$ cat config.mk
export PLATFORM = sky130hd
export DESIGN_NAME = key_press_ctrl_flat
export DESIGN_NICKNAME = d
export VERILOG_FILES = /design/src/rtl/key_press_ctrl_pkg.sv /design/src/rtl/key_press_ctrl_if.sv /design/src/rtl/key_press_ctrl_debounce.sv /design/src/rtl/key_press_ctrl.sv /design/src/flat_wrapper.sv
export SDC_FILE = /design/constraint.sdc
export NUM_CORES = 1
export LEC_CHECK = 0
export CORE_MARGIN = 2
export CORE_UTILIZATION = 60
export CTS_CLUSTER_DIAMETER = 60
export DETAILED_ROUTE_END_ITERATION = 12
export GPL_TIMING_DRIVEN = 0
export MAX_ROUTING_LAYER = met4
export PLACE_DENSITY = 0.8
export SYNTH_ARGS = -nofsm -noshare
export SYNTH_HDL_FRONTEND = slang
export SYNTH_SLANG_ARGS = --single-unit
export TNS_END_PERCENT = 5
$ cat constraint.sdc
create_clock -name FPGA_CLK -period 2.75 [get_ports FPGA_CLK]
set_input_delay 0.6875 -clock FPGA_CLK [delete_from_list [all_inputs] [get_ports FPGA_CLK]]
set_output_delay 0.6875 -clock FPGA_CLK [all_outputs]
set_load 0.02 [all_outputs]
$ cat src/rtl/key_press_ctrl_pkg.sv
// Shared types and default 50 MHz timing constants for the front-panel key path.
package key_ctrl_pkg;

  // Press-classification states.
  typedef enum logic [1:0] {
    IDLE    = 2'd0,
    HELD    = 2'd1,
    LONG    = 2'd2,
    LOCKOUT = 2'd3
  } key_state_e;

  // Default timing at a 50 MHz FPGA_CLK.
  localparam int unsigned DEBOUNCE_20MS = 1_000_000;
  localparam int unsigned HOLD_3S       = 150_000_000;
  localparam int unsigned REPEAT_500MS  = 25_000_000;

  // Bits needed to hold values 0..max_val (never less than one bit).
  function automatic int unsigned cnt_width(input int unsigned max_val);
    return (max_val < 2) ? 1 : $clog2(max_val + 1);
  endfunction

endpackage

$ cat src/rtl/key_press_ctrl_if.sv
// Key input / event output bundle between the key controller and its consumers.
interface key_press_ctrl_if;
  logic key_raw;
  logic en;
  logic key_level;
  logic short_pulse;
  logic long_pulse;
  logic repeat_pulse;
  logic hold_active;

  // Consumer side: drives the pin and enable, receives events.
  modport master (
    output key_raw, en,
    input  key_level, short_pulse, long_pulse, repeat_pulse, hold_active
  );

  // Controller side.
  modport slave (
    input  key_raw, en,
    output key_level, short_pulse, long_pulse, repeat_pulse, hold_active
  );
endinterface

$ cat src/rtl/key_press_ctrl_debounce.sv
// Two-flop synchroniser plus debounce counter; key_level = 1 means pressed.
module key_debounce
  import key_ctrl_pkg::*;
#(
  parameter int unsigned DEBOUNCE_CYC   = DEBOUNCE_20MS,
  parameter int unsigned KEY_ACTIVE_LOW = 1
) (
  input  logic FPGA_CLK,
  input  logic FPGA_RST_N,
  input  logic key_raw,
  output logic key_level
);

  localparam int unsigned     CW       = cnt_width(DEBOUNCE_CYC - 1);
  localparam logic [CW-1:0]   CNT_LAST = CW'(DEBOUNCE_CYC - 1);

  logic          key_norm;
  logic [1:0]    sync_q;
  logic          key_sync;
  logic [CW-1:0] cnt_q;

  assign key_norm = (KEY_ACTIVE_LOW != 0) ? ~key_raw : key_raw;
  assign key_sync = sync_q[1];

  // Bring the asynchronous pin into the FPGA_CLK domain.
  always_ff @(posedge FPGA_CLK or negedge FPGA_RST_N) begin
    // NOTE: sequential state uses <= so every flop samples pre-edge values;
    // with = the second stage would copy the first in the same edge.
    if (!FPGA_RST_N) sync_q <= 2'b00;
    else             sync_q <= {sync_q[0], key_norm};
  end

  // Accept a level change only after DEBOUNCE_CYC consecutive differing samples.
  always_ff @(posedge FPGA_CLK or negedge FPGA_RST_N) begin
    if (!FPGA_RST_N) begin
      cnt_q     <= '0;
      key_level <= 1'b0;
    end else if (key_sync == key_level) begin
      cnt_q <= '0;
    end else if (cnt_q == CNT_LAST) begin
      cnt_q     <= '0;
      key_level <= ~key_level;
    end else begin
      cnt_q <= cnt_q + 1'b1;
    end
  end

endmodule

$ cat src/rtl/key_press_ctrl.sv
// Classifies debounced key presses into short / long / auto-repeat event pulses.
module key_press_ctrl
  import key_ctrl_pkg::*;
#(
  parameter int unsigned DEBOUNCE_CYC   = DEBOUNCE_20MS,
  parameter int unsigned LONG_CYC       = HOLD_3S,
  parameter int unsigned REPEAT_CYC     = REPEAT_500MS,
  parameter int unsigned KEY_ACTIVE_LOW = 1
) (
  input logic             FPGA_CLK,
  input logic             FPGA_RST_N,
  key_press_ctrl_if.slave bus
);

  localparam int unsigned   HW        = cnt_width(LONG_CYC);
  localparam int unsigned   RW        = cnt_width(REPEAT_CYC);
  // "Reaches" comparisons use the value one below the limit so the event pulse
  // lands exactly LONG_CYC / REPEAT_CYC cycles after its reference cycle.
  localparam logic [HW-1:0] HOLD_LAST = HW'(LONG_CYC - 1);
  localparam logic [HW-1:0] HOLD_MAX  = HW'(LONG_CYC);
  localparam logic [RW-1:0] REP_LAST  = RW'(REPEAT_CYC - 1);

  logic          key_level;
  key_state_e    state_q, state_d;
  logic [HW-1:0] hold_q, hold_d;
  logic [RW-1:0] rep_q, rep_d;
  logic          en_q;
  logic          short_q, short_d;
  logic          long_q, long_d;
  logic          repeat_q, repeat_d;
  logic          hold_active_q, hold_active_d;

  key_debounce #(
    .DEBOUNCE_CYC   (DEBOUNCE_CYC),
    .KEY_ACTIVE_LOW (KEY_ACTIVE_LOW)
  ) u_debounce (
    .FPGA_CLK   (FPGA_CLK),
    .FPGA_RST_N (FPGA_RST_N),
    .key_raw    (bus.key_raw),
    .key_level  (key_level)
  );

  // Next state, counters and registered event pulses.
  always_comb begin
    // NOTE: every output of this block gets a default first, so no path can
    // leave one unassigned and infer a latch.
    state_d  = state_q;
    hold_d   = hold_q;
    rep_d    = rep_q;
    short_d  = 1'b0;
    long_d   = 1'b0;
    repeat_d = 1'b0;

    if (!bus.en) begin
      state_d = IDLE;
      hold_d  = '0;
      rep_d   = '0;
    end else if (!en_q && key_level) begin
      // Enabled while the key is already down: ignore this press entirely.
      state_d = LOCKOUT;
      hold_d  = '0;
      rep_d   = '0;
    end else begin
      unique case (state_q)
        IDLE: begin
          if (key_level) begin
            state_d = HELD;
            hold_d  = HW'(1);
          end
        end
        HELD: begin
          // Release takes priority over reaching the long-press threshold.
          if (!key_level) begin
            state_d = IDLE;
            hold_d  = '0;
            short_d = 1'b1;
          end else if (hold_q == HOLD_LAST) begin
            state_d = LONG;
            hold_d  = HOLD_MAX;
            rep_d   = '0;
            long_d  = 1'b1;
          end else begin
            hold_d = hold_q + 1'b1;
          end
        end
        LONG: begin
          // Release takes priority over a repeat boundary.
          if (!key_level) begin
            state_d = IDLE;
            hold_d  = '0;
            rep_d   = '0;
          end else if (rep_q == REP_LAST) begin
            rep_d    = '0;
            repeat_d = 1'b1;
          end else begin
            rep_d = rep_q + 1'b1;
          end
        end
        LOCKOUT: begin
          if (!key_level) state_d = IDLE;
        end
        default: begin
          state_d = IDLE;
          hold_d  = '0;
          rep_d   = '0;
        end
      endcase
    end

    hold_active_d = (state_d == HELD) || (state_d == LONG);
  end

  // State, counters and output registers.
  always_ff @(posedge FPGA_CLK or negedge FPGA_RST_N) begin
    if (!FPGA_RST_N) begin
      state_q       <= IDLE;
      hold_q        <= '0;
      rep_q         <= '0;
      en_q          <= 1'b0;
      short_q       <= 1'b0;
      long_q        <= 1'b0;
      repeat_q      <= 1'b0;
      hold_active_q <= 1'b0;
    end else begin
      state_q       <= state_d;
      hold_q        <= hold_d;
      rep_q         <= rep_d;
      en_q          <= bus.en;
      short_q       <= short_d;
      long_q        <= long_d;
      repeat_q      <= repeat_d;
      hold_active_q <= hold_active_d;
    end
  end

  assign bus.key_level    = key_level;
  assign bus.short_pulse  = short_q;
  assign bus.long_pulse   = long_q;
  assign bus.repeat_pulse = repeat_q;
  assign bus.hold_active  = hold_active_q;

endmodule

$ cat src/flat_wrapper.sv
// flat-port wrapper written by rule: the top's interface ports become plain ports
module key_press_ctrl_flat import key_ctrl_pkg::*;
#(
  parameter int unsigned DEBOUNCE_CYC   = DEBOUNCE_20MS,
  parameter int unsigned LONG_CYC       = HOLD_3S,
  parameter int unsigned REPEAT_CYC     = REPEAT_500MS,
  parameter int unsigned KEY_ACTIVE_LOW = 1
)
  (FPGA_CLK, FPGA_RST_N, bus_key_raw, bus_en, bus_key_level, bus_short_pulse, bus_long_pulse, bus_repeat_pulse, bus_hold_active);
  key_press_ctrl_if bus_i ();
  input logic FPGA_CLK;
  input logic FPGA_RST_N;
  input wire logic [$bits(bus_i.key_raw)-1:0] bus_key_raw;
  input wire logic [$bits(bus_i.en)-1:0] bus_en;
  output wire logic [$bits(bus_i.key_level)-1:0] bus_key_level;
  output wire logic [$bits(bus_i.short_pulse)-1:0] bus_short_pulse;
  output wire logic [$bits(bus_i.long_pulse)-1:0] bus_long_pulse;
  output wire logic [$bits(bus_i.repeat_pulse)-1:0] bus_repeat_pulse;
  output wire logic [$bits(bus_i.hold_active)-1:0] bus_hold_active;
  assign bus_i.key_raw = bus_key_raw;
  assign bus_i.en = bus_en;
  assign bus_key_level = bus_i.key_level;
  assign bus_short_pulse = bus_i.short_pulse;
  assign bus_long_pulse = bus_i.long_pulse;
  assign bus_repeat_pulse = bus_i.repeat_pulse;
  assign bus_hold_active = bus_i.hold_active;
  key_press_ctrl #(.DEBOUNCE_CYC(DEBOUNCE_CYC), .LONG_CYC(LONG_CYC), .REPEAT_CYC(REPEAT_CYC), .KEY_ACTIVE_LOW(KEY_ACTIVE_LOW)) u_core (.FPGA_CLK(FPGA_CLK), .FPGA_RST_N(FPGA_RST_N), .bus(bus_i));
endmodule
==> impl_metrics.json, run 1 <==
{
  "vias": 4530,
  "rsz0062_at_grt": "yes",
  "synth.distinct_cells": 62,
  "r2r_start": "u_core.state_q[0]",
  "yosys_warnings": 0,
  "start_util": 0.624,
  "path_max_fanout": 10,
  "synth_fa_ha_area_frac": 0.0180,
  "setup_viol": 0,
  "cts_tree": "built",
  "cts_made_buffers": 9,
  "place.gp.congestion": 0.978,
  "final_common_cell": "dfrtp_1",
  "fin_nets": 564,
  "die_h_um": 94.1,
  "power.density_mw_per_mm2": 414,
  "fmax_mhz": 390,
  "place_inst": 642,
  "finalHoldViolCount": 0,
  "wl_um": 12500,
  "final_cells": 660,
  "layout_min_cycle_time_ns": 2.57,
  "coreArea_mm2": 0.00781,
  "avgViaCountPerCell": 6.86,
  "cts.sink_count": 83,
  "synth_area_leaders": "dfrtp_1 (43%), nand2_1 (3.6%), nor2_1 (3.5%)",
  "io_pins": 9,
  "wl_per_cell_um": 18.9,
  "rows": 32,
  "yosys.area.top_type": "dfrtp_1",
  "grt_pass1_vias": 4256,
  "grt_pass1_wl_um": 20700,
  "firstDrtPassIters": 5,
  "fin_skew_ns": 0.0120,
  "hold_path_class": "in2async",
  "htreeDepth": 3,
  "synth_seq_cells": 83,
  "portBuffers": 8,
  "drc_errors": 0,
  "reg2reg_slack_ns": 0.18,
  "die_w_um": 94.1,
  "status": "complete, no violations",
  "synthDominantCellAreaShare": 0.426,
  "ctsHoldBuffers": 0,
  "grt_use_total": 0.306,
  "synth-simple-area-share": 0.248,
  "synth_top_family_by_area": "simple AND/OR/NAND/NOR gates",
  "total_leakage_power_nw": 2.11,
  "startpoint": "u_core.state_q[0]",
  "ys.flop_type": "dfrtp_1",
  "worst_pin_slew_ns": 0.839,
  "final_max_slew_viol_count": 0,
  "muxShareOfSynthArea": 0.0231,
  "syn-num-nets": 542,
  "max-slew-margin-rel": 0.436,
  "hpwl_um": 8340,
  "grt_max_degree": 53,
  "startpoint_type": "flop",
  "syn_area_mm2": 0.00487,
  "fin_crit_sh": 0.933,
  "synth_area_per_cell_um2": 9.18,
  "diodes": 0,
  "synth_xor_area_frac": 0.0341,
  "reg2reg_depth": 9,
  "areaGrowthSynthToFinish_pct": 9.73,
  "synthCells": 531,
  "utilization": 0.685,
  "antenna_found_initial": 0,
  "reg2reg_to": "u_core.hold_q[22]",
  "critPathRequiredTime_ns": 3.01,
  "antenna_left": 0,
  "critPathCaptureType": "flop",
  "critPathKind": "reg2reg",
  "drive_above_1_share": 0.0896,
  "crit_arrival_ns": 2.83,
  "grt_overflow": 0,
  "peakVddDrop_mv": 0.272,
  "clockBufferDepth": 2,
  "synth_compound_area_frac": 0.203,
  "ys_seq_area_frac": 0.426,
  "drt_iter0_drc": 421,
  "worstSkewPairLatency_ns": 0.38,
  "async_flop_share": 1.00,
  "die_area_mm2": 0.00886,
  "drv_cap": 0,
  "synth_edf_count": 0,
  "most-common-layout-cells": "dfrtp_1 (83), nand2_1 (47), nor2_1 (45)",
  "path_clk_slew_ns": 0.10,
  "root_buffer": "clkbuf_8"
}
## layout make-up
| cell class | count | area (µm²) |
|---|---|---|
| clock inverters | 7 | 63.8 |
| repair buffers | 12 | 130 |
| flip-flops and latches | 83 | 2080 |
| fillers | 624 | 2460 |
| clock buffers | 9 | 124 |
| multi-input cells | 394 | 2600 |
| well taps | 102 | 128 |
| plain buffers | 29 | 136 |
| inverters | 24 | 90.1 |
## worst max path at each step
| stage | endpoint | cells after the start |
|---|---|---|
| 2_1_floorplan | u_core.rep_q[14] | 6 |
| 3_3_place_gp | u_core.hold_q[15] | 1 |
| 3_5_place_dp | u_core.rep_q[4] | 7 |
| 4_1_cts | u_core.rep_q[15] | 7 |
| 5_1_grt | u_core.rep_q[19] | 6 |
| 6_report | u_core.hold_q[22] | 9 |
## metal layers
metal / track usage / vias up / routed length [µm]
met5: - / - / 0
met4: 0.127 / 0 / 256
met3: 0.0546 / 32 / 982
met2: 0.454 / 250 / 5750
met1: 0.416 / 2181 / 5460
li1: - / 2067 / -
## what timing repair did
action | CTS | global route
pin swaps | 1 | 1
setup buffers | 1 | 2
setup endpoints to repair | 48 | 34
gates resized for setup | 5 | 4
## per-stage QoR
stage	hold slack, ns	worst slack, ns	TNS, ns	power (mW)	area (µm²)
after floorplan	0.331	0.399	0	1.29	4870
after global placement	0.354	-1.93	-186.50	1.34	5080
after detailed placement	0.358	-0.949	-31.63	1.34	5110
after CTS	0.254	0.0146	0	2.21	5320
after global routing	0.271	-0.0123	-0.0123	2.28	5350
final	0.243	0.184	0	2.22	5350
## registers in the layout, indices dropped and copies added, names as in the netlist
signal / count
u_core.u_debounce.key_level: 1
u_core.state_q: 2
u_core.u_debounce.sync_q: 2
u_core.hold_q: 28
u_core.bus.hold_active: 1
u_core.bus.short_pulse: 1
u_core.rep_q: 25
u_core.bus.repeat_pulse: 1
u_core.u_debounce.cnt_q: 20
u_core.bus.long_pulse: 1
u_core.en_q: 1
## kinds of logic after synthesis
logic type | count (synthesis)
adders and majority gates | 7
buffers and inverters | 54
and+or+nand+nor | 223
muxes | 11
xor gates and xnor gates | 19
DFF | 83
AOI/OAI and AO/OA | 134
## report_power, final
part / total (mW) / internal (mW) / leakage [nW] / switching (mW)
combinational: 0.0895 / 0.0235 / 0.863 / 0.0660
clock: 0.895 / 0.355 / 0.0979 / 0.540
sequential: 1.23 / 1.23 / 1.15 / 0.00613
## worst max-delay path, stage by stage, from the launching register on
cell	delay (ns)
dfrtp_1	0.43
inv_1	0.11
ha_1	0.28
mux2_2	0.38
o21ai_2	0.21
and2_1	0.22
buf_2	0.24
buf_2	0.29
a21oi_1	0.07
o22a_1	0.21
## cell usage after synthesis (all sizes together), types with 3 or more instances
master	instances
o41ai	5
nor4b	5
o31a	4
o22a	4
nand2	47
a21boi	3
clkbuf	18
xnor2	9
and4	4
and3	9
nand3	32
a31oi	22
a41oi	6
dfrtp	83
buf	12
nand2b	3
a21oi	12
a32o	3
nor4	14
a22o	8
a32oi	16
or3	9
o21a	3
mux2i	9
nor2	45
o21ai	16
nor2b	4
and2	5
nand4	22
o22ai	4
xor2	10
ha	7
a211oi	3
o31ai	12
nor3	8
inv	24
or4	9
Power figures use the tool's default switching activity.
==> inputs of run 2 (changes only) <==
- ABC_CLOCK_PERIOD_IN_PS: default -> 2750
==> results of run 2 <==
The final DEF is identical to that of run 1; final timing and power are the same.
==> inputs of run 3 (changes only) <==
- CTS_CLUSTER_DIAMETER: 60 -> default
==> results of run 3 <==
The final DEF is identical to that of run 1; final timing and power are the same.
